File: src/rtl/proc_ctrl_if.sv
// proc_ctrl_if: control/status bundle between the TinyRV1 pipeline control unit and its datapath
interface proc_ctrl_if;
    logic [31:0] d2c_inst;
    logic        d2c_eq_X;
    logic        c2d_imemreq_val_F;
    logic        c2d_reg_en_F;
    logic        c2d_reg_en_D;
    logic [1:0]  c2d_pc_sel_F;
    logic [1:0]  c2d_imm_type_D;
    logic [1:0]  c2d_op1_byp_sel_D;
    logic [1:0]  c2d_op2_byp_sel_D;
    logic        c2d_op1_sel_D;
    logic        c2d_op2_sel_D;
    logic        c2d_alu_fn_X;
    logic        c2d_result_sel_X;
    logic        c2d_dmemreq_val_M;
    logic        c2d_dmemreq_type_M;
    logic        c2d_wb_sel_M;
    logic        c2d_rf_wen_W;
    logic [4:0]  c2d_rf_waddr_W;
    logic        illegal_D;

    modport master (
        input  d2c_inst, d2c_eq_X,
        output c2d_imemreq_val_F, c2d_reg_en_F, c2d_reg_en_D, c2d_pc_sel_F, c2d_imm_type_D,
               c2d_op1_byp_sel_D, c2d_op2_byp_sel_D, c2d_op1_sel_D, c2d_op2_sel_D,
               c2d_alu_fn_X, c2d_result_sel_X, c2d_dmemreq_val_M, c2d_dmemreq_type_M,
               c2d_wb_sel_M, c2d_rf_wen_W, c2d_rf_waddr_W, illegal_D
    );

    modport slave (
        output d2c_inst, d2c_eq_X,
        input  c2d_imemreq_val_F, c2d_reg_en_F, c2d_reg_en_D, c2d_pc_sel_F, c2d_imm_type_D,
               c2d_op1_byp_sel_D, c2d_op2_byp_sel_D, c2d_op1_sel_D, c2d_op2_sel_D,
               c2d_alu_fn_X, c2d_result_sel_X, c2d_dmemreq_val_M, c2d_dmemreq_type_M,
               c2d_wb_sel_M, c2d_rf_wen_W, c2d_rf_waddr_W, illegal_D
    );
endinterface

File: src/rtl/proc_ctrl.sv
// proc_ctrl: TinyRV1 five-stage pipeline control (decode, bypass, load-use stall, redirect/squash)
module proc_ctrl (
    input  logic        clk,
    input  logic        rst,
    proc_ctrl_if.master bus
);
    typedef struct packed {
        logic       val;
        logic [4:0] rd;
        logic       wen;
        logic       lw;
        logic       sw;
        logic       bne;
        logic       mul;
    } x_stage_t;

    typedef struct packed {
        logic       val;
        logic [4:0] rd;
        logic       wen;
        logic       lw;
        logic       sw;
    } m_stage_t;

    typedef struct packed {
        logic       val;
        logic [4:0] rd;
        logic       wen;
    } w_stage_t;

    logic     val_D_q, val_D_d;
    x_stage_t x_q, x_d;
    m_stage_t m_q;
    w_stage_t w_q;

    logic [31:0] inst;
    logic [6:0]  opc, f7;
    logic [2:0]  f3;
    logic [4:0]  rd, rs1, rs2;
    logic is_add, is_mul, is_addi, is_lw, is_sw, is_jal, is_jr, is_bne;
    logic legal, use1, use2, wen_D;
    logic taken, ld_use, stall, dv, jump;
    logic hx, hm, hw;

    assign inst = bus.d2c_inst;
    assign opc  = inst[6:0];
    assign rd   = inst[11:7];
    assign f3   = inst[14:12];
    assign rs1  = inst[19:15];
    assign rs2  = inst[24:20];
    assign f7   = inst[31:25];

    // First matching producer wins, youngest first; x0 is never forwarded
    function automatic logic [1:0] byp(input logic [4:0] s,
                                       input logic hx_i, input logic [4:0] rx,
                                       input logic hm_i, input logic [4:0] rm,
                                       input logic hw_i, input logic [4:0] rw);
        return (s == 5'd0) ? 2'd0 :
               (hx_i && rx == s) ? 2'd1 :
               (hm_i && rm == s) ? 2'd2 :
               (hw_i && rw == s) ? 2'd3 : 2'd0;
    endfunction

    // Instruction decode of the D-stage instruction
    always_comb begin
        is_add  = opc == 7'b0110011 && f7 == 7'b0000000 && f3 == 3'b000;
        is_mul  = opc == 7'b0110011 && f7 == 7'b0000001 && f3 == 3'b000;
        is_addi = opc == 7'b0010011 && f3 == 3'b000;
        is_lw   = opc == 7'b0000011 && f3 == 3'b010;
        is_sw   = opc == 7'b0100011 && f3 == 3'b010;
        is_jal  = opc == 7'b1101111;
        is_jr   = opc == 7'b1100111 && f3 == 3'b000 && rd == 5'd0 && inst[31:20] == 12'd0;
        is_bne  = opc == 7'b1100011 && f3 == 3'b001;
        legal   = is_add | is_mul | is_addi | is_lw | is_sw | is_jal | is_jr | is_bne;
        use1    = is_add | is_mul | is_addi | is_lw | is_sw | is_jr | is_bne;
        use2    = is_add | is_mul | is_sw | is_bne;
        wen_D   = is_add | is_mul | is_addi | is_lw | is_jal;
    end

    // Hazard resolution: a taken branch in X overrides any D-stage stall or jump
    always_comb begin
        taken  = x_q.val & x_q.bne & ~bus.d2c_eq_X;
        ld_use = val_D_q & x_q.val & x_q.lw & (x_q.rd != 5'd0) &
                 ((use1 & (x_q.rd == rs1)) | (use2 & (x_q.rd == rs2)));
        stall  = ld_use & ~taken;
        dv     = val_D_q & ~taken;
        jump   = dv & ~stall & (is_jal | is_jr);
        hx     = x_q.val & x_q.wen & ~x_q.lw;
        hm     = m_q.val & m_q.wen;
        hw     = w_q.val & w_q.wen;
    end

    // Next state: D holds on a stall, F/D slot is squashed by any redirect
    always_comb begin
        val_D_d = stall ? val_D_q : ~(taken | jump);
        x_d     = '{dv & ~stall, rd, wen_D, is_lw, is_sw, is_bne, is_mul};
    end

    // Pipeline valid bits and per-stage control fields
    always_ff @(posedge clk or negedge rst) begin
        if (!rst) begin
            val_D_q <= 1'b0;
            x_q     <= '0;
            m_q     <= '0;
            w_q     <= '0;
        end else begin
            val_D_q <= val_D_d;
            x_q     <= x_d;
            m_q     <= '{x_q.val, x_q.rd, x_q.wen, x_q.lw, x_q.sw};
            w_q     <= '{m_q.val, m_q.rd, m_q.wen};
        end
    end

    // Datapath control outputs; invalid or squashed slots drive zeros
    always_comb begin
        bus.c2d_imemreq_val_F  = rst;
        bus.c2d_reg_en_F       = rst & ~stall;
        bus.c2d_reg_en_D       = rst & ~stall;
        bus.c2d_pc_sel_F       = taken ? 2'd3 : jump ? (is_jal ? 2'd1 : 2'd2) : 2'd0;
        bus.c2d_imm_type_D     = !dv ? 2'd0 : is_sw ? 2'd1 : is_bne ? 2'd2 : is_jal ? 2'd3 : 2'd0;
        bus.c2d_op1_byp_sel_D  = (dv & use1) ? byp(rs1, hx, x_q.rd, hm, m_q.rd, hw, w_q.rd) : 2'd0;
        bus.c2d_op2_byp_sel_D  = (dv & use2) ? byp(rs2, hx, x_q.rd, hm, m_q.rd, hw, w_q.rd) : 2'd0;
        bus.c2d_op1_sel_D      = dv & is_jal;
        bus.c2d_op2_sel_D      = dv & (is_addi | is_lw | is_sw);
        bus.c2d_alu_fn_X       = x_q.val & x_q.bne;
        bus.c2d_result_sel_X   = x_q.val & x_q.mul;
        bus.c2d_dmemreq_val_M  = m_q.val & (m_q.lw | m_q.sw);
        bus.c2d_dmemreq_type_M = m_q.val & m_q.sw;
        bus.c2d_wb_sel_M       = m_q.val & m_q.lw;
        bus.c2d_rf_wen_W       = w_q.val & w_q.wen & (w_q.rd != 5'd0);
        bus.c2d_rf_waddr_W     = w_q.rd;
        bus.illegal_D          = val_D_q & ~legal;
    end
endmodule

File: src/flat_wrapper.sv
// flat-port wrapper written by rule: the top's interface ports become plain ports
module proc_ctrl_flat 
  (clk, rst, bus_d2c_inst, bus_d2c_eq_X, bus_c2d_imemreq_val_F, bus_c2d_reg_en_F, bus_c2d_reg_en_D, bus_c2d_pc_sel_F, bus_c2d_imm_type_D, bus_c2d_op1_byp_sel_D, bus_c2d_op2_byp_sel_D, bus_c2d_op1_sel_D, bus_c2d_op2_sel_D, bus_c2d_alu_fn_X, bus_c2d_result_sel_X, bus_c2d_dmemreq_val_M, bus_c2d_dmemreq_type_M, bus_c2d_wb_sel_M, bus_c2d_rf_wen_W, bus_c2d_rf_waddr_W, bus_illegal_D);
  proc_ctrl_if bus_i ();
  input  logic clk;
  input  logic rst;
  input wire logic [$bits(bus_i.d2c_inst)-1:0] bus_d2c_inst;
  input wire logic [$bits(bus_i.d2c_eq_X)-1:0] bus_d2c_eq_X;
  output wire logic [$bits(bus_i.c2d_imemreq_val_F)-1:0] bus_c2d_imemreq_val_F;
  output wire logic [$bits(bus_i.c2d_reg_en_F)-1:0] bus_c2d_reg_en_F;
  output wire logic [$bits(bus_i.c2d_reg_en_D)-1:0] bus_c2d_reg_en_D;
  output wire logic [$bits(bus_i.c2d_pc_sel_F)-1:0] bus_c2d_pc_sel_F;
  output wire logic [$bits(bus_i.c2d_imm_type_D)-1:0] bus_c2d_imm_type_D;
  output wire logic [$bits(bus_i.c2d_op1_byp_sel_D)-1:0] bus_c2d_op1_byp_sel_D;
  output wire logic [$bits(bus_i.c2d_op2_byp_sel_D)-1:0] bus_c2d_op2_byp_sel_D;
  output wire logic [$bits(bus_i.c2d_op1_sel_D)-1:0] bus_c2d_op1_sel_D;
  output wire logic [$bits(bus_i.c2d_op2_sel_D)-1:0] bus_c2d_op2_sel_D;
  output wire logic [$bits(bus_i.c2d_alu_fn_X)-1:0] bus_c2d_alu_fn_X;
  output wire logic [$bits(bus_i.c2d_result_sel_X)-1:0] bus_c2d_result_sel_X;
  output wire logic [$bits(bus_i.c2d_dmemreq_val_M)-1:0] bus_c2d_dmemreq_val_M;
  output wire logic [$bits(bus_i.c2d_dmemreq_type_M)-1:0] bus_c2d_dmemreq_type_M;
  output wire logic [$bits(bus_i.c2d_wb_sel_M)-1:0] bus_c2d_wb_sel_M;
  output wire logic [$bits(bus_i.c2d_rf_wen_W)-1:0] bus_c2d_rf_wen_W;
  output wire logic [$bits(bus_i.c2d_rf_waddr_W)-1:0] bus_c2d_rf_waddr_W;
  output wire logic [$bits(bus_i.illegal_D)-1:0] bus_illegal_D;
  assign bus_i.d2c_inst = bus_d2c_inst;
  assign bus_i.d2c_eq_X = bus_d2c_eq_X;
  assign bus_c2d_imemreq_val_F = bus_i.c2d_imemreq_val_F;
  assign bus_c2d_reg_en_F = bus_i.c2d_reg_en_F;
  assign bus_c2d_reg_en_D = bus_i.c2d_reg_en_D;
  assign bus_c2d_pc_sel_F = bus_i.c2d_pc_sel_F;
  assign bus_c2d_imm_type_D = bus_i.c2d_imm_type_D;
  assign bus_c2d_op1_byp_sel_D = bus_i.c2d_op1_byp_sel_D;
  assign bus_c2d_op2_byp_sel_D = bus_i.c2d_op2_byp_sel_D;
  assign bus_c2d_op1_sel_D = bus_i.c2d_op1_sel_D;
  assign bus_c2d_op2_sel_D = bus_i.c2d_op2_sel_D;
  assign bus_c2d_alu_fn_X = bus_i.c2d_alu_fn_X;
  assign bus_c2d_result_sel_X = bus_i.c2d_result_sel_X;
  assign bus_c2d_dmemreq_val_M = bus_i.c2d_dmemreq_val_M;
  assign bus_c2d_dmemreq_type_M = bus_i.c2d_dmemreq_type_M;
  assign bus_c2d_wb_sel_M = bus_i.c2d_wb_sel_M;
  assign bus_c2d_rf_wen_W = bus_i.c2d_rf_wen_W;
  assign bus_c2d_rf_waddr_W = bus_i.c2d_rf_waddr_W;
  assign bus_illegal_D = bus_i.illegal_D;
  proc_ctrl u_core (.clk(clk), .rst(rst), .bus(bus_i));
endmodule
File: config.mk
export PLATFORM = sky130hd
export DESIGN_NAME = proc_ctrl_flat
export DESIGN_NICKNAME = d
export VERILOG_FILES = /design/src/rtl/proc_ctrl_if.sv /design/src/rtl/proc_ctrl.sv /design/src/flat_wrapper.sv
export SDC_FILE = /design/constraint.sdc
export NUM_CORES = 1
export LEC_CHECK = 0
export CORE_ASPECT_RATIO = 0.8
export CORE_UTILIZATION = 48
export DETAILED_ROUTE_END_ITERATION = 10
export GPL_ROUTABILITY_DRIVEN = 0
export PLACE_DENSITY_LB_ADDON = 0.05
export SLEW_MARGIN = 20
export SYNTH_ARGS = -nofsm -noshare
export SYNTH_HDL_FRONTEND = slang
export SYNTH_SLANG_ARGS = --single-unit
File: constraint.sdc
create_clock -name clk -period 10.4 [get_ports clk]
set_clock_uncertainty 0.05 [all_clocks]
set_input_delay 3.12 -clock clk [delete_from_list [all_inputs] [get_ports clk]]
set_output_delay 3.12 -clock clk [all_outputs]
set_load 0.005 [all_outputs]
==> summary.json, run 1 <==
{
  "setup_path": {
    "critical_path.endpoint_type": "output pin",
    "worstSetupStartpointType": "input port",
    "critical_path.most_common_cell": "sky130_fd_sc_hd__clkdlybuf4s50_1",
    "peak_fanout_along_the_critical_path": 4,
    "critPathSlowestCell": "sky130_fd_sc_hd__or4_1",
    "reg2reg_slack_ns": 8.68,
    "cells_along_the_critical_path": "clkdlybuf4s50_1, nand4bb_1, or4_1, o211a_1, and2_4, nor4b_2, clkdlybuf4s50_1",
    "cp_data_required_time_ns": 7.23,
    "crit_type": "input port to output pin",
    "cp.arrival_ns": 5.68,
    "slowest_delay_ns": 0.60
  },
  "clocking": {
    "post_cts_hold_buffer_count": 0,
    "cts-htree-levels": 1,
    "post_cts.repair.setup_buffers": 0,
    "clock_tree_from_tritoncts": "yes",
    "ctsLongestPathBuffers": 2,
    "post_cts_resize_count": 0,
    "clk_pin_slew_worst_paths_ns": 0.09,
    "cts.sink_count": 28,
    "clock_root_cell": "sky130_fd_sc_hd__clkbuf_8",
    "latest_clock_arrival_within_the_worst_skew_pair_ns": 0.28,
    "cts_buffers": 3
  },
  "synth": {
    "count_of_mapped_cells_out_of_synthesis": 166,
    "synth.avg_cell_area_um2": 10.1,
    "synth-edff-count": 0,
    "async_reset_ff_share_pct": 100,
    "syn_nets": 201,
    "yosys_cell_types": 46,
    "synth_seq_cells": 28,
    "syn_area_um2": 1680,
    "yosys_warnings": 0,
    "synth-seq-area-share_pct": 41.7,
    "ys_dominant_reg_cell": "sky130_fd_sc_hd__dfrtp_1"
  },
  "power_and_ir_drop": {
    "power.static_leakage_nw": 0.910,
    "max-vdd-ir-drop_uv": 55.7,
    "netSwitchingPower_mw": 0.0550,
    "seq_power_share_pct": 51.8,
    "clockPowerShare_pct": 29.8,
    "power_density_nw_per_um2": 96.4,
    "cell_internal_pwr_mw": 0.170,
    "power.switching_fraction_pct": 24.5,
    "power.share.combinational_pct": 18.4
  },
  "route": {
    "first_pass_iters": 4,
    "post_drt_via_cell_ratio": 5.79,
    "routed-via-count": 1523,
    "wire_length_per_cell_after_detailed_routing_um": 15.6,
    "detail_route.wirelength_mm": 4.10,
    "dr_iter_0_viols": 74,
    "drt.antenna.violating_nets": 0,
    "detail_route.drc_violations": 0
  },
  "placement": {
    "dpl_cell_area_um2": 2280,
    "dp.final_hpwl_mm": 3.35,
    "numPortBuffers": 59,
    "placement.setup.worst_slack_ns": 1.56
  },
  "final_layout": {
    "fin_area_um2": 2330,
    "net_total_in_the_final_layout": 259,
    "area.growth.synth_to_final_pct": 38.7,
    "num-fill-cells": 242,
    "final_layout_size_suffix_gt1_share_pct": 7.62,
    "insertedDiodeCount": 0
  },
  "sta": {
    "fin_crit_sh_pct": 85.1,
    "rsz_0062_raised_after_global_routing": "no",
    "max_slew_margin_pct": 62.0,
    "hold_violation_count_in_the_final_report": 0,
    "maxSlewViolCount": 0,
    "finalWorstSetupSlack_ns": 1.55,
    "post-route-min-period_ns": 8.85,
    "timing.final.setup_violations": 0,
    "max_clock_freq_ghz": 0.113,
    "totalNegativeSetupSlack_ns": 0,
    "slew_at_the_pin_closest_to_its_max_slew_limit_ns": 0.564
  },
  "grt": {
    "grt.total_usage_pct": 24.5,
    "first_global_vias": 1485,
    "grt_max_degree": 31,
    "grt_overflow_total": 0,
    "initial_antenna_violation_count": 0,
    "global_route_wire_length_before_repair_mm": 6.62
  },
  "status": {
    "outcome": "finished clean"
  },
  "die": {
    "die_width_um": 68.2,
    "initial_utilization_pct": 52.5,
    "num_io_pins": 60,
    "die_h_um": 54.9,
    "design.die.area_um2": 3740,
    "core_region_area_um2": 3200,
    "num_rows": 18
  },
  "flow_run": {
    "max_cap_viol_count": 0
  },
  "worst_hold_path": {
    "path_category_of_the_worst_min_delay_check": "register to register"
  }
}
==> cells in the mapped netlist, types with 2 or more instances <==
cell	n	share of area, %
sky130_fd_sc_hd__buf_4	7	3.1
sky130_fd_sc_hd__and2_1	5	1.9
sky130_fd_sc_hd__nand4_1	6	2.2
sky130_fd_sc_hd__nor2_1	9	2.0
sky130_fd_sc_hd__nor4_1	3	1.1
sky130_fd_sc_hd__nand3b_1	2	0.89
sky130_fd_sc_hd__o211a_1	2	1.2
sky130_fd_sc_hd__nand2_1	9	2.0
sky130_fd_sc_hd__a21oi_1	5	1.5
sky130_fd_sc_hd__or4_1	3	1.3
sky130_fd_sc_hd__nor3_1	13	3.9
sky130_fd_sc_hd__or3_1	2	0.74
sky130_fd_sc_hd__xnor2_1	17	8.9
sky130_fd_sc_hd__o211ai_1	3	1.3
sky130_fd_sc_hd__inv_1	4	0.89
sky130_fd_sc_hd__nor3b_1	2	0.89
sky130_fd_sc_hd__o21ai_1	3	0.89
sky130_fd_sc_hd__and3_1	2	0.74
sky130_fd_sc_hd__dfrtp_1	28	42
sky130_fd_sc_hd__xor2_1	13	6.8
sky130_fd_sc_hd__a21boi_1	2	0.89
sky130_fd_sc_hd__a211oi_1	2	0.89
==> kinds of logic after synthesis <==
group / after synthesis / synth area share, %
flops: 28 / 41.7
buf+inv: 11 / 4.02
xor+xnor: 30 / 15.6
compound gates: 23 / 9.60
simple gates: 74 / 29.0
==> flip-flops by register name (all words and copies together) (netlist names) <==
register,flops
u_core.bus.c2d_rf_waddr_W,5
u_core.m_q,9
u_core.val_D_q,1
u_core.w_q,2
u_core.x_q,11
==> worst max-delay path: cells and delay by family <==
family                 cells  cell delay [ns]
AOI/OAI and AO/OA          1             0.20
buffers and inverters      2             1.04
and+or+nand+nor            4             1.33
==> power by group through the flow <==
stage / registers [mW] / logic (mW) / clock network [mW]
final: 0.116 / 0.0414 / 0.0669
after global routing: 0.117 / 0.0449 / 0.0724
after CTS: 0.116 / 0.0414 / 0.0674
after detailed placement: 0.118 / 0.0412 / 0
after global placement: 0.118 / 0.0401 / 0
after floorplan: 0.117 / 0.0171 / 0
==> cell usage in the layout, fill, tap and decap left out, types with 3 or more instances in the layout <==
| cell type | Yosys | layout |
|---|---|---|
| sky130_fd_sc_hd__inv_1 | 4 | 4 |
| sky130_fd_sc_hd__a21oi_1 | 5 | 5 |
| sky130_fd_sc_hd__clkdlybuf4s50_1 | 0 | 59 |
| sky130_fd_sc_hd__o211ai_1 | 3 | 3 |
| sky130_fd_sc_hd__nand4_1 | 6 | 6 |
| sky130_fd_sc_hd__xnor2_1 | 17 | 17 |
| sky130_fd_sc_hd__xor2_1 | 13 | 13 |
| sky130_fd_sc_hd__nor3_1 | 13 | 13 |
| sky130_fd_sc_hd__nand2_1 | 9 | 9 |
| sky130_fd_sc_hd__o21ai_1 | 3 | 3 |
| sky130_fd_sc_hd__clkbuf_8 | 0 | 4 |
| sky130_fd_sc_hd__or4_1 | 3 | 3 |
| sky130_fd_sc_hd__nor4_1 | 3 | 3 |
| sky130_fd_sc_hd__nor2_1 | 9 | 9 |
| sky130_fd_sc_hd__and2_1 | 5 | 5 |
| sky130_fd_sc_hd__dfrtp_1 | 28 | 28 |
==> stage by stage <==
| step | util, % | instances | hold slack (ns) | total power [mW] |
|---|---|---|---|---|
| 2_1_floorplan | - | 166 | 0.281 | 0.134 |
| 3_3_place_gp | 71.2 | 259 | 0.283 | 0.158 |
| 3_5_place_dp | 71.2 | 259 | 0.303 | 0.160 |
| 4_1_cts | 72.9 | 263 | 0.324 | 0.225 |
| 5_1_grt | 72.9 | 263 | 0.344 | 0.234 |
| 6_report | 72.9 | 263 | 0.322 | 0.225 |
==> cell type report <==
| class | count | area, µm² | share of cell area (%) |
|---|---|---|---|
| clock buffers | 4 | 55.1 | 2.36 |
| inverters | 4 | 15.0 | 0.644 |
| multi-input cells | 127 | 912 | 39.1 |
| flip-flops and latches | 28 | 701 | 30.1 |
| well taps | 40 | 50.0 | 2.15 |
| repair buffers | 60 | 598 | 25.7 |
==> path summary, 6_finish.rpt <==
| kind | from | to | cells after the start |
|---|---|---|---|
| max | bus_d2c_inst[3] | bus_c2d_op1_byp_sel_D[1] | 7 |
| min | u_core.x_q[2]$_DFF_PN0_ | u_core.m_q[0]$_DFF_PN0_ | 0 |
| max reg2reg | u_core.x_q[10]$_DFF_PN0_ | u_core.val_D_q$_DFFE_PN0N_ | 5 |
| min reg2reg | u_core.x_q[2]$_DFF_PN0_ | u_core.m_q[0]$_DFF_PN0_ | 0 |
| max in group asynchronous | rst | u_core.x_q[5]$_DFF_PN0_ | 2 |
| min in group asynchronous | rst | u_core.m_q[0]$_DFF_PN0_ | 2 |
==> per-layer routing <==
| metal | up-vias | share of wire, % | GRT usage (%) | wire (µm) |
|---|---|---|---|---|
| met5 | - | 0 | 0 | 0 |
| met4 | 0 | 1.1 | 6.25 | 44 |
| met3 | 7 | 6.9 | 4.71 | 284 |
| met2 | 78 | 48 | 43.6 | 1980 |
| met1 | 729 | 44 | 30.6 | 1800 |
| li1 | 709 | - | - | - |
Note: power is estimated with default switching activity, not from simulation.
==> run 2: changes to the inputs <==
==> constraint.sdc (replaced) <==
create_clock -name clk -period 10.74 [get_ports clk]
set_clock_uncertainty 0.05 [all_clocks]
set_input_delay 3.222 -clock clk [delete_from_list [all_inputs] [get_ports clk]]
set_output_delay 3.222 -clock clk [all_outputs]
set_load 0.005 [all_outputs]
==> results of run 2 <==
The final DEF is identical to that of run 1. Status: finished clean.
Main changes from that run: setup slack after placement 1.56 ns -> 1.70 ns; setup slack after layout 1.55 ns -> 1.69 ns; register-to-register setup slack 8.68 ns -> 9.02 ns; total power 0.225 mW -> 0.218 mW; worst IR drop on VDD 55.7 µV -> 53.9 µV
==> RTL edit, RTL diff (config.mk and constraints of run 2) <==
Reset style: synchronous (`rst`), changed in one clocked block.
--- a/src/rtl/proc_ctrl.sv
+++ b/src/rtl/proc_ctrl.sv
@@ -99,3 +99,3 @@
     // Pipeline valid bits and per-stage control fields
-    always_ff @(posedge clk or negedge rst) begin
+    always_ff @(posedge clk) begin
         if (!rst) begin
Formal check against the unedited RTL: differs if rst is asserted again (counterexample within 4 cycles, from zero or initial values and one cycle with rst low); with rst held inactive, the same outputs for 10 cycles.
==> RTL edit against run 2 <==
- worst setup slack improved by 0.17 ns
- sequential cell count did not move
- routed wire length fell by 2.1%
- synthesized area fell by 1.2%
- total power fell by 2.0%
- combinational power fell by 4%
- count of clock-buffer cells in the layout did not move
- worst hold slack improved by 0.070 ns
- fmax rose by 1.9%
- die area fell by 1.1%
- final area fell by 1.3%
- register-to-register slack got worse by 0.16 ns
- critical endpoint unchanged
- largest cell class unchanged
==> RTL edit: results (changes against run 2) <==
- Status: finished clean
- Initial antenna violation count: 0 (unchanged)
- GRT Overall Usage: 23.68% (-0.78 points)
- Number of global-route vias before repair: 1336 (-10%)
- Ant. Diodes: 0 (unchanged)
- Peak VDD IR: 0.0001137 V (+110%)
- Primary FF master, synth: dfxtp_1
- Clock Latency Late Sink: 0.28 ns (about the same)
- Cell Count, Final, Fillers Out: 291 (+11%)
- DR pass1 iterations: 4 (unchanged)
- Synthesis Warnings: 0 (unchanged)
- Routed Wire Length: 4.016 mm (-2.1%)
- Drt first-iter violations: 90 (+22%)
- Largest net degree at the start of global routing: 27 (-13%)
- Seq/Total Area, Yosys: 33.76% (-7.9 points)
- Slowest stage delay, CP: 0.56 ns (-0.04 ns)
- CTS Buf Count: 3 (unchanged)
- Commonest cells in the netlist: 28 x dfxtp_1, 25 x and2_1, 16 x nor2_1, 16 x xnor2_1, 15 x xor2_1
- Hold Crit Depth: 1 (+1)
- Post-CTS Setup Bufs: 0 (unchanged)
- Area contributors post-synth: dfxtp_1 34%, and2_1 9.4%, xnor2_1 8.4%
- Cts repair resizes: 0 (unchanged)
- Top cell family by delay on the critical path: simple AND/OR/NAND/NOR gates
- HP Class: register to register
- Vias: 1542 (+1.2%)
- First-pass GRT wire length: 6.285 mm (-5.1%)
- Slew margin rel.: 69.49% (+7.4 points)
- Clock Path Buffers: 2 (unchanged)
- CTS root buf: clkbuf_8
- Static Leak: 0.8369 nW (-8.1%)
- H-Tree Depth: 1 (unchanged)
- Syn_nets: 232 (+15%)
- Netlist cell types: 38 (-17%)
- CP max-delay cell: clkdlybuf4s50_1
- Post-Place Worst Slack: 1.875 ns (+0.1756 ns)
- Largest Register: u_core.x_q
- R2R cell count: 6 (+1)
- Arrival @ worst endpoint: 5.61 ns (-0.17 ns)
- Fraction of layout cells with a size suffix above 1: 5.578% (-2.0 points)
- Clk pin slew, worst setup/hold paths: 0.09 ns (about the same)
- Hpwl dp: 3.324 mm (-0.79%)
- Count of input and output buffers: 59 (unchanged)
- Avg Cell Area, Syn: 8.428 µm² (-17%)
- Crit Path Max Fanout: 6 (+2)
- Post-synth ARST share: 0% (-100 points)
- Sw Ratio: 23.95% (-0.53 points)
- Placement-stage cell area: 2245 µm² (-1.4%)
- Max-slew violations: 0 (unchanged)
[RTL edit: changes by cell type after synthesis, sizes merged, moves of 3 or more]
cell,run 2,this run
nor2,10,16
nand3,2,5
clkbuf,0,3
dfxtp,0,28
dfrtp,28,0
a21o,0,3
and2,6,25
[RTL edit: path summary, 6_finish.rpt]
| kind | startpoint | end | slack [ns] |
|---|---|---|---|
| hold / removal | u_core.x_q[2] | u_core.m_q[0] | 0.39 |
| hold reg to reg | u_core.x_q[2] | u_core.m_q[0] | 0.39 |
| setup / recovery | bus_d2c_inst[6] | bus_c2d_op1_byp_sel_D[1] | 1.86 |
| setup reg to reg | u_core.x_q[9] | u_core.val_D_q | 8.86 |
[RTL edit: cells by family after synthesis]
group | Yosys count | synth area share, %
AOI/OAI and AO/OA | 23 | 9.947
and+or+nand+nor | 99 | 34.74
xor gates and xnor gates | 31 | 16.35
DFF | 28 | 33.76
buffers and inverters | 16 | 5.200
[RTL edit: area by class of cell]
| type | instances | area (µm²) |
|---|---|---|
| clock buffer | 4 | 55.05 |
| fill | 274 | 898.4 |
| inverter | 6 | 22.52 |
| multi-input combinational | 153 | 1013 |
| sequential | 28 | 560.5 |
| tap | 40 | 50.05 |
| timing repair buffer | 60 | 598.1 |
[RTL edit: power groups by stage]
stage | clock network [mW] | logic (mW) | registers (mW)
6_report | 0.0643 | 0.0386 | 0.110
4_1_cts | 0.0660 | 0.0387 | 0.110
3_3_place_gp | 0 | 0.0380 | 0.113
2_1_floorplan | 0 | 0.0174 | 0.112
5_1_grt | 0.0697 | 0.0422 | 0.111
3_5_place_dp | 0 | 0.0384 | 0.113
[RTL edit: routing by layer]
layer,track usage (%),share of wire [%],vias up
met1,33.21,51,701
li1,-,-,789
met2,35.81,42,48
met4,7.447,0.72,0
met5,0,0,-
met3,5.208,5.6,4
